$ cat src/rtl/spi_shift_engine.sv
// SPI master shift/transfer engine: serialises one word on MOSI, captures MISO,
// drives slave select and SCK gating from externally generated sample/shift strobes.
module spi_shift_engine #(
  parameter int DATA_WIDTH = 8
) (
  input  logic                  clk,
  input  logic                  reset,
  input  logic                  sample_clk,
  input  logic                  shift_clk,
  input  logic [2:0]            spicr,
  input  logic                  start,
  input  logic [DATA_WIDTH-1:0] tx_data,
  input  logic                  miso,
  output logic                  mosi,
  output logic                  ss_n,
  output logic                  sck_en,
  output logic                  busy,
  output logic [DATA_WIDTH-1:0] rx_data,
  output logic                  done,
  output logic                  overrun
);

  localparam int CW = $clog2(DATA_WIDTH + 1);
  localparam logic [CW-1:0] CNT_FULL = CW'(DATA_WIDTH);
  localparam logic [CW-1:0] CNT_ONE  = CW'(1);

  localparam logic [1:0] ST_IDLE  = 2'd0;
  localparam logic [1:0] ST_LEAD  = 2'd1;
  localparam logic [1:0] ST_XFER  = 2'd2;
  localparam logic [1:0] ST_TRAIL = 2'd3;

  logic [1:0]            state_q, state_d;
  logic [DATA_WIDTH-1:0] tx_q, tx_d;
  logic [DATA_WIDTH-1:0] rx_q, rx_d;
  logic [CW-1:0]         cnt_q, cnt_d;
  logic [CW-1:0]         cnt_inc;
  logic [DATA_WIDTH-1:0] rx_data_q, rx_data_d;
  logic                  mosi_q, mosi_d;
  logic                  ss_n_q, ss_n_d;
  logic                  sck_en_q, sck_en_d;
  logic                  busy_q, busy_d;
  logic                  done_q, done_d;
  logic                  overrun_q, overrun_d;
  logic                  lsbfe;
  logic [DATA_WIDTH-1:0] tx_adv;

  assign lsbfe = spicr[2];

  // The bit currently on the wire sits at the end of the shifter nearest MOSI.
  function automatic logic wire_bit(input logic [DATA_WIDTH-1:0] w, input logic lsb);
    return lsb ? w[0] : w[DATA_WIDTH-1];
  endfunction

  function automatic logic [DATA_WIDTH-1:0] tx_shift(input logic [DATA_WIDTH-1:0] w,
                                                     input logic lsb);
    return lsb ? {1'b0, w[DATA_WIDTH-1:1]} : {w[DATA_WIDTH-2:0], 1'b0};
  endfunction

  function automatic logic [DATA_WIDTH-1:0] rx_shift(input logic [DATA_WIDTH-1:0] w,
                                                     input logic b, input logic lsb);
    return lsb ? {b, w[DATA_WIDTH-1:1]} : {w[DATA_WIDTH-2:0], b};
  endfunction

  // Next-state logic: sample is applied before the shift decision in the same cycle.
  always_comb begin
    state_d   = state_q;
    tx_d      = tx_q;
    rx_d      = rx_q;
    cnt_d     = cnt_q;
    cnt_inc   = cnt_q;
    rx_data_d = rx_data_q;
    mosi_d    = mosi_q;
    done_d    = 1'b0;
    overrun_d = overrun_q;
    tx_adv    = tx_shift(tx_q, lsbfe);

    case (state_q)
      ST_IDLE: begin
        if (start) begin
          tx_d      = tx_data;
          rx_d      = '0;
          cnt_d     = '0;
          overrun_d = 1'b0;
          mosi_d    = wire_bit(tx_data, lsbfe);
          state_d   = ST_LEAD;
        end else begin
          state_d = ST_IDLE;
        end
      end
      ST_LEAD: begin
        // Lead strobe only opens the SCK window; the first bit is already on MOSI.
        if (shift_clk) begin
          state_d = ST_XFER;
        end else begin
          state_d = ST_LEAD;
        end
      end
      ST_XFER: begin
        if (sample_clk && (cnt_q != CNT_FULL)) begin
          rx_d    = rx_shift(rx_q, miso, lsbfe);
          cnt_inc = cnt_q + CNT_ONE;
        end else begin
          cnt_inc = cnt_q;
        end
        cnt_d = cnt_inc;
        if (shift_clk) begin
          if (cnt_inc == CNT_FULL) begin
            state_d = ST_TRAIL;
          end else if (cnt_inc != '0) begin
            tx_d   = tx_adv;
            mosi_d = wire_bit(tx_adv, lsbfe);
          end else begin
            state_d = ST_XFER;
          end
        end else begin
          state_d = ST_XFER;
        end
      end
      ST_TRAIL: begin
        if (shift_clk) begin
          state_d   = ST_IDLE;
          rx_data_d = rx_q;
          done_d    = 1'b1;
        end else begin
          state_d = ST_TRAIL;
        end
      end
      default: begin
        state_d = ST_IDLE;
      end
    endcase

    if (start && (state_q != ST_IDLE)) begin
      overrun_d = 1'b1;
    end else begin
      overrun_d = overrun_d;
    end

    busy_d   = (state_d != ST_IDLE);
    ss_n_d   = (state_d == ST_IDLE);
    sck_en_d = (state_d == ST_XFER);
  end

  // State and output registers.
  always_ff @(posedge clk or negedge reset) begin
    if (!reset) begin
      state_q   <= ST_IDLE;
      tx_q      <= '0;
      rx_q      <= '0;
      cnt_q     <= '0;
      rx_data_q <= '0;
      mosi_q    <= 1'b0;
      ss_n_q    <= 1'b1;
      sck_en_q  <= 1'b0;
      busy_q    <= 1'b0;
      done_q    <= 1'b0;
      overrun_q <= 1'b0;
    end else begin
      state_q   <= state_d;
      tx_q      <= tx_d;
      rx_q      <= rx_d;
      cnt_q     <= cnt_d;
      rx_data_q <= rx_data_d;
      mosi_q    <= mosi_d;
      ss_n_q    <= ss_n_d;
      sck_en_q  <= sck_en_d;
      busy_q    <= busy_d;
      done_q    <= done_d;
      overrun_q <= overrun_d;
    end
  end

  assign mosi    = mosi_q;
  assign ss_n    = ss_n_q;
  assign sck_en  = sck_en_q;
  assign busy    = busy_q;
  assign rx_data = rx_data_q;
  assign done    = done_q;
  assign overrun = overrun_q;

endmodule

$ cat config.mk
export PLATFORM = sky130hd
export DESIGN_NAME = spi_shift_engine
export DESIGN_NICKNAME = d
export VERILOG_FILES = /design/src/rtl/spi_shift_engine.sv
export SDC_FILE = /design/constraint.sdc
export NUM_CORES = 1
export LEC_CHECK = 0
export ABC_AREA = 1
export CORE_MARGIN = 2
export CORE_UTILIZATION = 50
export CTS_CLUSTER_DIAMETER = 80
export DETAILED_ROUTE_END_ITERATION = 10
export PLACE_DENSITY = 0.87
export RECOVER_POWER = 100
export SETUP_SLACK_MARGIN = 0.05
export SLEW_MARGIN = 20
export SYNTH_ARGS = -nofsm -noshare
export SYNTH_HDL_FRONTEND = slang
export SYNTH_SLANG_ARGS = --single-unit
$ cat constraint.sdc
create_clock -name clk -period 2 [get_ports clk]
set_input_delay 0.4 -clock clk [delete_from_list [all_inputs] [get_ports clk]]
set_output_delay 0.4 -clock clk [all_outputs]
set_load 0.01 [all_outputs]
==> results_dict.tcl, run 1 <==
set metrics [dict create \
    status "finished clean" \
    synth_warnings 0 \
    period_share 0.910 \
    num_vias 1635 \
    synth_edf_count 0 \
    cts.sinks 36 \
    antenna_found_initial 0 \
    yosys.cell_types.count 30 \
    cts_tree "yes" \
    cts_max_level 2 \
    r2r_start "cnt_q[0]" \
    path_delay_family "simple AND/OR/NAND/NOR gates" \
    yosysTopAreaCell "dfrtp_1" \
    route.detailed.wl_per_inst_um 13.3 \
    netlist.area_leader.share 0.477 \
    ios 31 \
    tightest_slew_ns 0.868 \
    cp_num_buf_inv 1 \
    drive_above_1_share 0.138 \
    power_leakage_nw 1.10 \
    synth_nets 233 \
    min_from "mosi" \
    synth-main-ff-cell "dfrtp_1" \
    synthesis.area_sq_um 1830 \
    layout_commonest_cell "nand2_1" \
    first_pass_iters 4 \
    fin_crit_ns 1.82 \
    synth_seq_area_share 0.492 \
    die_y_um 64.6 \
    slew_violations 0 \
    gr-total-overflow 0 \
    tns_ns 0 \
    grt_pass1_wl_um 6480 \
    synth-async-reset-ratio 1.00 \
    setup_violations 0 \
    power_density_nw_per_um2 1560 \
    path_cells "inv_1, ha_1, nand3_4, nand2_4, nand2_1, nand2_1, nand2_2, nor2_4, nand2_4, o21ai_2, nor2_1" \
    grt_usage 0.199 \
    crit_type "reg2reg" \
    placed_cell_area_sq_um 2180 \
    ant_nets 0 \
    rsz0062_at_grt "yes" \
    critPathLaunchType "flop" \
    cts_root_buf "clkbuf_8" \
    via_per_inst 5.43 \
    syn_inst 214 \
    critPathLaunch "cnt_q[0]" \
    critPathSlowestCell "dfrtp_1" \
    final_cell_mix "51 x nand2_1, 35 x dfrtp_1, 31 x o21ai_0" \
    cap_violations 0 \
    met2_usage 0.313 \
    fp.coreArea_sq_um 3610 \
    rows 22 \
    drc 0 \
    area_growth_pct 25.2 \
    hp-class "reg2reg" \
    dpl.hpwl_um 2590 \
    critPathMaxFanout 7 \
    synth-seq-cells 36 \
    port_buffers 28 \
    ir_drop_uv 719 \
    nets 271 \
    drt_iter0_drc 111 \
    endpoint_kind "flop" \
    hold_buffers 0 \
    clk_pin_slew_ns 0.07 \
    cts_buffers 5 \
    hold_violations 0 \
    grt_max_degree 37 \
    avgSynthCellArea_sq_um 8.57 \
    start_util 0.509 \
    skew_ns 0.00317 \
    max_clock_freq_mhz 550 \
    max_stage_delay_ns 0.40 \
    grt.met1_usage 0.263 \
    slew_headroom 0.421 \
    ys_top_cells_by_area "dfrtp_1 48%, nand2_1 10%, o21ai_0 8.2%" \
    met3_usage 0.0451 \
    first_global_vias 1473 \
    gp_congestion 0.843 \
    critPathRequiredTime_ns 2.18 \
    wl_um 4020 \
    arrival_ns 2.00 \
    final_cell_area_sq_um 2300 \
    die_w_um 64.6 \
    grt-busiest-layer "met2" \
    diodes 0 \
    dieArea_sq_um 4170 \
    clk_latency_ns 0.29 \
    clock_path_buffers 2 \
]
==> metal layers <==
layer  vias up  routed length, um
met2        62               1870
met1       761               1830
met4         0                 87
li1        802                  -
met5         -                  0
met3        10                229
==> report_power, final <==
group | internal [mW] | switching [mW]
sequential | 1.05 | 0.190
clock | 0.369 | 0.268
combinational | 0.646 | 1.05
==> Yosys cell counts, types with 4 or more instances <==
cell / instances
nand3_1: 6
nand4_1: 10
nand2_1: 51
a21oi_1: 8
o211ai_1: 8
o21ai_2: 4
nor2_1: 11
dfrtp_1: 35
inv_1: 20
o21ai_0: 30
==> kinds of logic (layout without fill, tap and decap cells) <==
kind of cell,count (synthesis),in the layout,synth area share
xor gates and xnor gates,1,1,0.00478
adders and majority gates,2,2,0.0136
AOI/OAI and AO/OA,57,57,0.185
buffers and inverters,31,67,0.0716
and+or+nand+nor,87,90,0.233
DFF,36,36,0.492
==> repair_timing <==
action | CTS | global route
hold endpoints to repair | 0 | 0
setup buffers | 0 | 1
endpoints found under the setup margin | 0 | 9
gates resized for setup | 0 | 3
==> layout make-up <==
type | instances | area, sq um
clock buffer | 5 | 68.8
clock inverter | 3 | 42.5
fill | 296 | 1310
inverter | 23 | 86.3
multi-input combinational | 150 | 802
sequential | 36 | 902
tap | 48 | 60.1
timing repair buffer | 36 | 335
==> path summary, 6_finish.rpt <==
check                             endpoint  slack (ns)  depth (start not counted)
worst min register to register        mosi        0.47                          2
worst max-delay path                sck_en        0.18                         11
max in group asynchronous         cnt_q[1]        0.71                          2
worst max register to register      sck_en        0.18                         11
min in group asynchronous       rx_data[4]        0.75                          2
worst min-delay path                  mosi        0.47                          2
==> worst min-delay path: stages, from the launching register on <==
cell and delay, ns:
dfrtp_1 0.35, nand2_1 0.05, nand2_1 0.04
==> registers in the layout (all words and copies together), names as in the netlist, 2 cells and up <==
register / count
tx_q: 8
state_q: 2
rx_q: 8
rx_data: 8
cnt_q: 4
==> through the flow <==
stage | worst slack, ns | utilization | std cells | total power, mW | hold slack [ns]
final | 0.180 | 0.637 | 301 | 3.58 | 0.473
after global routing | 0.0336 | 0.637 | 301 | 3.85 | 0.517
after CTS | 0.179 | 0.636 | 297 | 3.59 | 0.484
after detailed placement | 0.0913 | 0.605 | 289 | 2.93 | 0.463
after global placement | 0.102 | 0.605 | 289 | 2.86 | 0.462
after floorplan | 0.366 | - | 214 | 2.39 | 0.104
Power figures use the tool's default switching activity.
==> run 2, diff against run 1 <==
--- a/config.mk
+++ b/config.mk
@@ -11,2 +11,3 @@
 export CTS_CLUSTER_DIAMETER = 80
+export CTS_CLUSTER_SIZE = 16
 export DETAILED_ROUTE_END_ITERATION = 10
@@ -14,3 +15,3 @@
 export RECOVER_POWER = 100
-export SETUP_SLACK_MARGIN = 0.05
+export SETUP_SLACK_MARGIN = 0.5
 export SLEW_MARGIN = 20
--- a/constraint.sdc
+++ b/constraint.sdc
@@ -3,2 +3,2 @@
 set_output_delay 0.4 -clock clk [all_outputs]
-set_load 0.01 [all_outputs]
+set_load 0.05 [all_outputs]
==> run 2 against run 1 <==
Sequential share of layout area down 0.84 points. Largest power group unchanged. Routed wire length up 3.6%. Critical endpoint is now tx_q[0]. Total power up 14%. Largest cell class unchanged. Critical path type unchanged. Non-clock buffer count up 6.
==> results_dict.tcl, run 2 (synthesized netlist as in run 1, its figures left out) <==
set metrics [dict create \
    critPathSlowestCell "dfrtp_1" \
    path_common_cell "nand2_1" \
    clk_pin_slew_ns 0.08 \
    diodes 0 \
    cts_buffers 5 \
    gp_congestion 0.822 \
    cts_root_buf "clkbuf_8" \
    path_cells "inv_1, nand2_1, buf_4, nor2_4, nand2_4, nand3_1, nand2_1, nand2_1" \
    cp_num_buf_inv 2 \
    status "finished clean" \
    arrival_ns 2.01 \
    p_int_mw 2.11 \
    first_pass_iters 4 \
    num_vias 1651 \
    clk_latency_ns 0.29 \
    netSwitchingPower_mw 1.98 \
    antenna_found_initial 0 \
    die_y_um 64.6 \
    power_frac_clock 0.157 \
    ant_nets 0 \
    clock_path_buffers 2 \
    nets 276 \
    cap_violations 0 \
    setup_violations 0 \
    cts_max_level 2 \
    nFillCells 300 \
    tightest_slew_ns 0.872 \
    gr-total-overflow 0 \
    start_util 0.509 \
    dpl.hpwl_um 2600 \
    seq_power_share 0.307 \
    grt_max_degree 37 \
    hold_violations 0 \
    rsz0062_at_grt "yes" \
    max_clock_freq_mhz 549 \
    area_growth_pct 28.0 \
    dieArea_sq_um 4170 \
    route.detailed.wl_per_inst_um 13.6 \
    tns_ns 0 \
    grt_usage 0.208 \
    critPathRequiredTime_ns 2.19 \
    power_leakage_nw 1.07 \
    ios 31 \
    via_per_inst 5.40 \
    critPathMaxFanout 13 \
    port_buffers 28 \
    layout_commonest_cell "nand2_1" \
    wl_um 4160 \
    fin_crit_ns 1.82 \
    power_mw 4.09 \
    drive_above_1_share 0.209 \
    die_w_um 64.6 \
    fp.coreArea_sq_um 3610 \
    max_stage_delay_ns 0.40 \
    slew_violations 0 \
    power_density_nw_per_um2 1740 \
    combinationalPowerShare 0.537 \
    slew_headroom 0.418 \
    final_cell_mix "41 x nand2_1, 35 x dfrtp_1, 29 x o21ai_0" \
    drt_iter0_drc 115 \
    cts_tree "yes" \
    ir_drop_uv 665 \
    period_share 0.910 \
    endpoint_kind "flop" \
    drc 0 \
    cts.sinks 36 \
    hp-class "reg2reg" \
    rows 22 \
    critPathLaunchType "flop" \
    grt_pass1_wl_um 6750 \
    skew_ns 0.00745 \
    crit_type "reg2reg" \
    hold_buffers 0 \
    path_delay_family "simple AND/OR/NAND/NOR gates" \
    first_global_vias 1521 \
    p_sw_frac 0.484 \
]
-- run 2: final timing paths --
check                                 from          to  slack (ns)  cells past startpoint
worst max register to register  state_q[0]     tx_q[0]        0.18                      8
worst max-delay path            state_q[0]     tx_q[0]        0.18                      8
max in group asynchronous            reset  rx_data[0]        0.70                      2
worst min-delay path               tx_q[0]     tx_q[0]        0.48                      2
min in group asynchronous            reset  rx_data[4]        0.76                      2
worst min register to register     tx_q[0]     tx_q[0]        0.48                      2
-- run 2: power by group through the flow --
stage | registers, mW | clock network, mW | logic (mW)
5_1_grt | 1.28 | 0.690 | 2.40
6_report | 1.25 | 0.640 | 2.19
4_1_cts | 1.24 | 0.650 | 2.19
3_5_place_dp | 1.25 | 0 | 2.03
2_1_floorplan | 1.61 | 0 | 1.14
3_3_place_gp | 1.25 | 0 | 1.97
-- run 2: layer usage --
layer  track usage  share of wire  vias up
met1         0.269           0.45      778
met4        0.0851          0.016        0
met5             0              0        -
met2         0.341           0.48       56
li1              -              -      810
met3        0.0451          0.054        7
-- run 2: per-stage QoR --
stage | hold WS, ns | utilization | setup WS, ns | cell area, sq um | instances
floorplan | 0.104 | - | 0.409 | 1850 | 214
global placement | 0.461 | 0.606 | 0.0977 | 2180 | 288
detailed placement | 0.460 | 0.606 | 0.0671 | 2180 | 288
CTS | 0.480 | 0.669 | 0.311 | 2410 | 304
global route | 0.505 | 0.651 | 0.0933 | 2350 | 306
finish | 0.482 | 0.651 | 0.179 | 2350 | 306
-- run 2: cell type report --
class,instances,area (sq um),share of cell area
clock buffer,5,68.8,0.0293
clock inverter,3,42.5,0.0181
inverter,23,90.1,0.0384
multi-input combinational,149,888,0.378
sequential,36,902,0.384
tap,48,60.1,0.0256
timing repair buffer,42,295,0.126
-- run 2: tightest hold or removal path, delay by kind of cell (launching register included) --
kind / cells / cell delay (ns)
AND/OR/NAND/NOR: 2 / 0.11
flip-flops: 1 / 0.34
-- run 2: timing repair --
| action | CTS | global route |
|---|---|---|
| setup buffers | 6 | 1 |
| pin swaps | 8 | 9 |
| gates cloned | 2 | 1 |
| setup endpoints to repair | 26 | 31 |
| gates resized for setup | 45 | 27 |
==> run 3, diff against run 2 <==
- CAP_MARGIN: not set -> 5
==> results of run 3 <==
The final DEF is identical to that of run 2; final timing and power are the same.
